==> config.mk <==
export PLATFORM = sky130hd
export DESIGN_NAME = conware_ctrl
export DESIGN_NICKNAME = d
export VERILOG_FILES = /design/src/rtl/conware_pkg.sv /design/src/rtl/conware_beat_counter.sv /design/src/rtl/conware_ctrl.sv
export SDC_FILE = /design/constraint.sdc
export NUM_CORES = 1
export LEC_CHECK = 0
export ABC_AREA = 1
export CELL_PAD_IN_SITES_DETAIL_PLACEMENT = 1
export CELL_PAD_IN_SITES_GLOBAL_PLACEMENT = 2
export CORE_UTILIZATION = 28
export CTS_CLUSTER_SIZE = 24
export DETAILED_ROUTE_END_ITERATION = 10
export PLACE_DENSITY = 0.81
export SKIP_CTS_REPAIR_TIMING = 1
export SYNTH_ARGS = -nofsm -noshare
export SYNTH_HDL_FRONTEND = slang
export SYNTH_SLANG_ARGS = --single-unit
==> constraint.sdc <==
create_clock -name clk -period 2.6 [get_ports clk]
set_input_delay 0.52 -clock clk [delete_from_list [all_inputs] [get_ports clk]]
set_output_delay 0.52 -clock clk [all_outputs]
set_load 0.005 [all_outputs]
==> src/rtl/conware_pkg.sv <==
`default_nettype none
// ============================================================================
//  Module      : conware_pkg
//  Description : Shared definitions for the conware controller and datapath:
//                FSM state encoding and grid size / address width derivation.
//  Revision    : 1.0 - initial release
// ============================================================================
package conware_pkg;

    // Controller states. The width is fixed so the encoding is stable across
    // tools and matches anything that decodes the state elsewhere.
    typedef enum logic [2:0] {
        IDLE  = 3'd0,
        LOAD  = 3'd1,
        STEP  = 3'd2,
        WAIT  = 3'd3,
        DRAIN = 3'd4,
        DONE  = 3'd5
    } state_t;

    // Width of the post-step wait counter; holds latencies 1..15.
    localparam int C_STEP_LAT_W = 4;

    // Number of cells in a WIDTH x HEIGHT grid.
    function automatic int calc_npix(input int width, input int height);
        return width * height;
    endfunction

    // Buffer address width. A one-cell grid still gets a 1-bit address so
    // that no zero-width vectors appear.
    function automatic int calc_idxw(input int npix);
        return (npix > 1) ? $clog2(npix) : 1;
    endfunction

endpackage
`default_nettype wire

==> src/rtl/conware_beat_counter.sv <==
`default_nettype none
// ============================================================================
//  Module      : beat_counter
//  Description : Modulo-NPIX beat counter used as the pixel buffer address.
//                Counts accepted beats, wraps from NPIX-1 back to 0.
//  Ports       : clk, rst      - clock, synchronous active-high reset
//                i_clr         - synchronous clear (priority over i_en)
//                i_en          - advance by one
//                o_count       - current address
//                o_at_last     - o_count == NPIX-1
//                o_wrap        - advancing this cycle from NPIX-1 to 0
//  Revision    : 1.0 - initial release
// ============================================================================
module beat_counter #(
    parameter int NPIX = 16,
    parameter int IDXW = 4
) (
    input  logic            clk,
    input  logic            rst,
    input  logic            i_clr,
    input  logic            i_en,
    output logic [IDXW-1:0] o_count,
    output logic            o_at_last,
    output logic            o_wrap
);

    localparam logic [IDXW-1:0] C_LAST = IDXW'(NPIX - 1);

    logic [IDXW-1:0] r_count;
    logic            w_at_last;

    assign w_at_last = (r_count == C_LAST);

    always_ff @(posedge clk) begin
        if (rst || i_clr) begin
            r_count <= '0;
        end else if (i_en) begin
            // NPIX need not be a power of two, so wrap explicitly.
            r_count <= w_at_last ? '0 : r_count + IDXW'(1);
        end
    end

    assign o_count   = r_count;
    assign o_at_last = w_at_last;
    assign o_wrap    = i_en & w_at_last;

endmodule
`default_nettype wire

==> src/rtl/conware_ctrl.sv <==
`default_nettype none
// ============================================================================
//  Module      : conware_ctrl
//  Description : Job controller for the conware life engine. Loads one grid
//                frame from the input stream into the pixel buffer, issues
//                num_gens step pulses (each followed by STEP_LAT idle cycles
//                while the datapath settles), then drains the grid to the
//                output stream and pulses done.
//  Ports       : clk, rst                    - clock, sync active-high reset
//                start, num_gens, abort      - job control
//                S_AXIS_TVALID/TLAST/TREADY  - input stream handshake
//                M_AXIS_TVALID/TLAST/TREADY  - output stream handshake
//                pix_idx, wr_en              - pixel buffer address / write
//                step                        - latch next generation
//                busy, done, err_tlast       - status
//                gen_count                   - generations completed
//  Revision    : 1.0 - initial release
// ============================================================================
module conware_ctrl
    import conware_pkg::*;
#(
    parameter  int WIDTH    = 32,
    parameter  int HEIGHT   = 32,
    parameter  int GEN_W    = 16,
    parameter  int STEP_LAT = 2,
    localparam int NPIX     = calc_npix(WIDTH, HEIGHT),
    localparam int IDXW     = calc_idxw(NPIX)
) (
    input  logic             clk,
    input  logic             rst,

    input  logic             start,
    input  logic [GEN_W-1:0] num_gens,
    input  logic             abort,

    input  logic             S_AXIS_TVALID,
    input  logic             S_AXIS_TLAST,
    output logic             S_AXIS_TREADY,

    output logic             M_AXIS_TVALID,
    output logic             M_AXIS_TLAST,
    input  logic             M_AXIS_TREADY,

    output logic [IDXW-1:0]  pix_idx,
    output logic             wr_en,
    output logic             step,

    output logic             busy,
    output logic             done,
    output logic             err_tlast,
    output logic [GEN_W-1:0] gen_count
);

    // WAIT is entered with the counter preloaded to STEP_LAT-1 and left when
    // it reaches zero, giving exactly STEP_LAT cycles in WAIT.
    localparam logic [C_STEP_LAT_W-1:0] C_WAIT_INIT = C_STEP_LAT_W'(STEP_LAT - 1);

    // ------------------------------------------------------------------
    // Registered state and outputs
    // ------------------------------------------------------------------
    state_t                  r_state;
    logic                    r_s_tready;
    logic                    r_m_tvalid;
    logic                    r_step;
    logic                    r_busy;
    logic                    r_done;
    logic                    r_err_tlast;
    logic [GEN_W-1:0]        r_gen_count;
    logic [GEN_W-1:0]        r_num_gens;
    logic [C_STEP_LAT_W-1:0] r_wait_cnt;

    // ------------------------------------------------------------------
    // Handshakes and beat counter control
    // ------------------------------------------------------------------
    logic             w_wr_en;
    logic             w_m_fire;
    logic             w_abort;
    logic             w_cnt_clr;
    logic             w_cnt_en;
    logic [IDXW-1:0]  w_count;
    logic             w_at_last;
    logic             w_wrap;
    logic [GEN_W-1:0] w_gen_next;

    assign w_wr_en    = S_AXIS_TVALID & r_s_tready;
    assign w_m_fire   = r_m_tvalid & M_AXIS_TREADY;
    assign w_abort    = abort & (r_state != IDLE);
    // Input and output phases never overlap (TREADY only in LOAD, TVALID
    // only in DRAIN), so one counter serves both and its wrap flag always
    // belongs to the phase currently active.
    assign w_cnt_en   = w_wr_en | w_m_fire;
    assign w_cnt_clr  = w_abort | ((r_state == IDLE) & start);
    assign w_gen_next = r_gen_count + GEN_W'(1);

    beat_counter #(
        .NPIX (NPIX),
        .IDXW (IDXW)
    ) u_beat_counter (
        .clk       (clk),
        .rst       (rst),
        .i_clr     (w_cnt_clr),
        .i_en      (w_cnt_en),
        .o_count   (w_count),
        .o_at_last (w_at_last),
        .o_wrap    (w_wrap)
    );

    // ------------------------------------------------------------------
    // Controller FSM
    // ------------------------------------------------------------------
    always_ff @(posedge clk) begin
        if (rst) begin
            r_state     <= IDLE;
            r_s_tready  <= 1'b0;
            r_m_tvalid  <= 1'b0;
            r_step      <= 1'b0;
            r_busy      <= 1'b0;
            r_done      <= 1'b0;
            r_err_tlast <= 1'b0;
            r_gen_count <= '0;
            r_num_gens  <= '0;
            r_wait_cnt  <= '0;
        end else if (w_abort) begin
            // Cancel quietly: no done pulse, gen_count and err_tlast keep
            // their values for software to inspect.
            r_state    <= IDLE;
            r_s_tready <= 1'b0;
            r_m_tvalid <= 1'b0;
            r_step     <= 1'b0;
            r_busy     <= 1'b0;
            r_done     <= 1'b0;
        end else begin
            case (r_state)
                IDLE: begin
                    r_done <= 1'b0;
                    if (start) begin
                        r_num_gens  <= num_gens;
                        r_gen_count <= '0;
                        r_err_tlast <= 1'b0;
                        r_s_tready  <= 1'b1;
                        r_busy      <= 1'b1;
                        r_state     <= LOAD;
                    end
                end

                LOAD: begin
                    if (w_wr_en) begin
                        // TLAST is only checked; framing follows beat count.
                        if (S_AXIS_TLAST != w_at_last) begin
                            r_err_tlast <= 1'b1;
                        end
                        if (w_wrap) begin
                            r_s_tready <= 1'b0;
                            if (r_num_gens == '0) begin
                                r_m_tvalid <= 1'b1;
                                r_state    <= DRAIN;
                            end else begin
                                r_step  <= 1'b1;
                                r_state <= STEP;
                            end
                        end
                    end
                end

                STEP: begin
                    r_step     <= 1'b0;
                    r_wait_cnt <= C_WAIT_INIT;
                    r_state    <= WAIT;
                end

                WAIT: begin
                    if (r_wait_cnt == '0) begin
                        r_gen_count <= w_gen_next;
                        if (w_gen_next == r_num_gens) begin
                            r_m_tvalid <= 1'b1;
                            r_state    <= DRAIN;
                        end else begin
                            r_step  <= 1'b1;
                            r_state <= STEP;
                        end
                    end else begin
                        r_wait_cnt <= r_wait_cnt - C_STEP_LAT_W'(1);
                    end
                end

                DRAIN: begin
                    if (w_wrap) begin
                        r_m_tvalid <= 1'b0;
                        r_done     <= 1'b1;
                        r_state    <= DONE;
                    end
                end

                DONE: begin
                    r_done  <= 1'b0;
                    r_busy  <= 1'b0;
                    r_state <= IDLE;
                end

                default: begin
                    r_s_tready <= 1'b0;
                    r_m_tvalid <= 1'b0;
                    r_step     <= 1'b0;
                    r_busy     <= 1'b0;
                    r_done     <= 1'b0;
                    r_state    <= IDLE;
                end
            endcase
        end
    end

    // ------------------------------------------------------------------
    // Outputs
    // ------------------------------------------------------------------
    assign S_AXIS_TREADY = r_s_tready;
    assign M_AXIS_TVALID = r_m_tvalid;
    // Both terms are registers, so TLAST holds steady through a stall.
    assign M_AXIS_TLAST  = r_m_tvalid & w_at_last;
    assign pix_idx       = w_count;
    assign wr_en         = w_wr_en;
    assign step          = r_step;
    assign busy          = r_busy;
    assign done          = r_done;
    assign err_tlast     = r_err_tlast;
    assign gen_count     = r_gen_count;

endmodule
`default_nettype wire

==> PnR_summary.wiki, run 1 <==
{| class="wikitable"
! Metric !! Value
|-
| Outcome || finished clean
|-
| Signed area change from the synthesized netlist to the final layout || 28.84%
|-
| Number of DRC markers in iteration 0 || ~90
|-
| Number of global-route vias before repair || about 3.5k
|-
| Site Rows || 38
|-
| Drt drc || 0
|-
| PortBufs || 56
|-
| Share of the clock period used by the worst path || a little over nine tenths
|-
| Antenna diodes || 0
|-
| Clock latency of the later-clocked register in the worst-skew pair || 0.30 ns
|-
| Floorplan core area || 10940 um^2
|-
| Num ports || 57
|-
| Crit path launch type || register
|-
| Cells after Synth || 484
|-
| Number of levels the H-tree was split into || 2
|-
| Die Ht || about 110 um
|-
| Vias per std cell || 4.758
|-
| Clock root buffer master || sky130_fd_sc_hd__clkbuf_16
|-
| Final-report max-slew violation count || 0
|-
| Final-layout setup total negative slack || 0 ns
|-
| Worst min-delay path category || reg -> reg
|-
| Pin count of the biggest net entering global routing || 31
|-
| Clock Pin Slew Worst Setup and Hold Paths || 0.08 ns
|-
| Register bit total from synthesis || 55
|-
| Clk sink count || 55
|-
| Total gr overflow || 0
|-
| Area occupied by multi-input gates || ~1800 um^2
|-
| Maximum achievable frequency || between 400 and 500 MHz
|-
| Avg WL per Cell || 14.23 um
|-
| Post-layout total power || between 3 and 4 mW
|-
| Total track usage || 17.91%
|-
| Post-route antenna net violation count || 0
|-
| Unique cell type count in the Yosys netlist || 34
|-
| Final number of setup-violating endpoints || 0
|-
| Critical path data arrival time || 1.94 ns
|-
| Standard cell area after detailed placement || 3929 um^2
|-
| Area taken by flip-flops and latches || 1102 um^2
|-
| Critical path fanouts, max || 4
|-
| Worst supply voltage drop on vdd || 347.1 uV
|-
| Via count || 3278
|-
| Die outline width || between 100 and 150 um
|-
| Initial antenna violation count || 0
|-
| Floorplan die area || 11790 um^2
|-
| Synthesized cell area || 3181 um^2
|-
| # fillers || 1440
|-
| Power density over the cells || 767.7 nW/um^2
|-
| Syn Nets || approximately 510
|-
| Setup repair after global routing missed its margin || false
|-
| Actual slew at the worst max-slew pin || 0.5546 ns
|-
| Sequential element share of the synthesized area || between 30% and 40%
|-
| TritonCTS clock tree || done
|-
| Final min period || 2.455 ns
|-
| HPWL reported at the end of detailed placement || 7.752 mm
|-
| Global-route wire length before repair || about 17 mm
|-
| Post-synthesis area per instance || between 6 and 7 um^2
|-
| Slew HR || 62.99%
|-
| Worst setup path category || reg -> out
|-
| Share of cells above drive strength 1 || under 10%
|-
| Worst path required time || 2.08 ns
|-
| Final weighted congestion of routability-driven global placement || 0.8085
|-
| Post-route cell area || 4098 um^2
|-
| Clock Tree Buf Depth || 2
|-
| Net count, final || 575
|-
| Hold Violations, Final || 0
|-
| Yosys Warn Count || 0
|-
| Post-Route WL || 9.806 mm
|-
| Number of optimization iterations in the first detailed-route pass || 4
|-
| Static Leakage || about 1.6 nW
|-
| Effective utilization at floorplan || approximately 29%
|-
| Maximum capacitance violations || 0
|-
| Capturing element type of the critical path || primary output
|-
| Cts bufs inserted || 5
|-
| Clock skew after layout || between 0.006 and 0.007 ns
|}
-- logic make-up after synthesis --
| group | share of synthesized area (%) |
|---|---|
| simple gates | 37.61 |
| compound gates | 12.86 |
| buf+inv | 9.284 |
| flops | 34.62 |
| xor+xnor | 4.052 |
| fa+ha+maj | 1.574 |
-- placed cells by master, fill, tap and decap left out, drive strengths merged, types with 8 or more instances in the layout --
cell and n:
a21oi 37, buf 9, clkdlybuf4s50 56, dfxtp 55, inv 70, nand2 124
nand3 39, nand4 8, nor2 78, o21ai 33
-- where the power goes --
group	internal (mW)	switching, mW
logic	0.494	0.770
registers	1.02	0.152
clock network	0.364	0.347
-- sequential cells by signal, summed over array words and instances, names as in the netlist --
name	count
busy	1
err_tlast	1
u_beat_counter.o_count	10
gen_count	16
step	1
done	1
r_state	3
S_AXIS_TREADY	1
r_num_gens	16
M_AXIS_TVALID	1
r_wait_cnt	4
-- synthesized netlist by cell type, drive strengths merged --
master    n  area [um^2]
nand2   124        478.0
nor2     78        380.4
inv      68        255.2
dfxtp    55         1101
nand3    39        200.2
a21oi    37        185.2
o21ai    33        168.9
nand4     8        50.05
buf       5        28.77
nor4      5        31.28
xor2      5        43.79
ha        4        50.05
nor3b     4        35.03
clkbuf    3        11.26
nor3      3        15.01
xnor3     3        67.56
a211oi    2        15.01
a31oi     2        12.51
xnor2     2        17.52
a21o      1        7.510
o21bai    1        11.26
o41ai     1        8.760
or2       1        6.260
-- stage by stage --
stage | std cells | utilization [%] | setup slack [ns] | hold slack [ns]
3_3_place_gp | 679 | 35.93 | 0.2089 | 0.4463
6_report | 689 | 37.47 | 0.1445 | 0.4689
3_5_place_dp | 679 | 35.93 | 0.1959 | 0.4599
2_1_floorplan | 484 | - | 0.7616 | 0.4316
4_1_cts | 687 | 37.28 | 0.09865 | 0.4786
5_1_grt | 689 | 37.47 | 0.01402 | 0.4927
-- path summary, 6_finish.rpt --
check	from	slack [ns]	depth (start not counted)	endpoint
max	u_beat_counter.o_count[1]	0.14	6	M_AXIS_TLAST
min	err_tlast	0.47	2	err_tlast
max reg2reg	gen_count[1]	0.34	14	step
min reg2reg	err_tlast	0.47	2	err_tlast
-- cell type report --
| class | count | area share, % |
|---|---|---|
| Clock inverter | 3 | 0.5496 |
| Sequential cell | 55 | 26.90 |
| Inverter | 68 | 6.229 |
| Timing Repair Buffer | 65 | 15.33 |
| Clock buffer | 5 | 3.053 |
| Tap cell | 140 | 4.275 |
| Multi-Input combinational cell | 353 | 43.66 |
-- per-layer routing --
metal	up-vias	wire length (um)	global-route usage, %
met5	-	0	0
met4	0	42	2.606
met3	5	396	3.617
met2	53	4895	33.14
met1	1542	4471	21.53
li1	1678	-	-
-- critical path: stages (launching register included) --
cell                              delay [ns]
sky130_fd_sc_hd__dfxtp_1                0.39
sky130_fd_sc_hd__ha_1                   0.20
sky130_fd_sc_hd__nand2_1                0.09
sky130_fd_sc_hd__nor3_2                 0.19
sky130_fd_sc_hd__nand3_1                0.15
sky130_fd_sc_hd__nor2_1                 0.12
sky130_fd_sc_hd__clkdlybuf4s50_1        0.51
Power figures use the tool's default switching activity.
==> run 2: changes to the inputs <==
--- a/config.mk
+++ b/config.mk
@@ -9,6 +9,7 @@
 export CELL_PAD_IN_SITES_DETAIL_PLACEMENT = 1
 export CELL_PAD_IN_SITES_GLOBAL_PLACEMENT = 2
 export CORE_UTILIZATION = 28
+export CTS_BUF_LIST = sky130_fd_sc_hd__clkbuf_8 sky130_fd_sc_hd__clkbuf_16
 export CTS_CLUSTER_SIZE = 24
 export DETAILED_ROUTE_END_ITERATION = 10
 export PLACE_DENSITY = 0.81
==> results of run 2 <==
Same layout as run 1: the final DEF is identical, and so are final timing and power.
==> run 3: changes to the inputs <==
--- a/config.mk
+++ b/config.mk
@@ -14,6 +14,7 @@
 export DETAILED_ROUTE_END_ITERATION = 10
 export PLACE_DENSITY = 0.81
 export SKIP_CTS_REPAIR_TIMING = 1
+export SLEW_MARGIN = 5
 export SYNTH_ARGS = -nofsm -noshare
 export SYNTH_HDL_FRONTEND = slang
 export SYNTH_SLANG_ARGS = --single-unit
==> results of run 3 <==
Same layout as run 1: the final DEF is identical, and so are final timing and power.
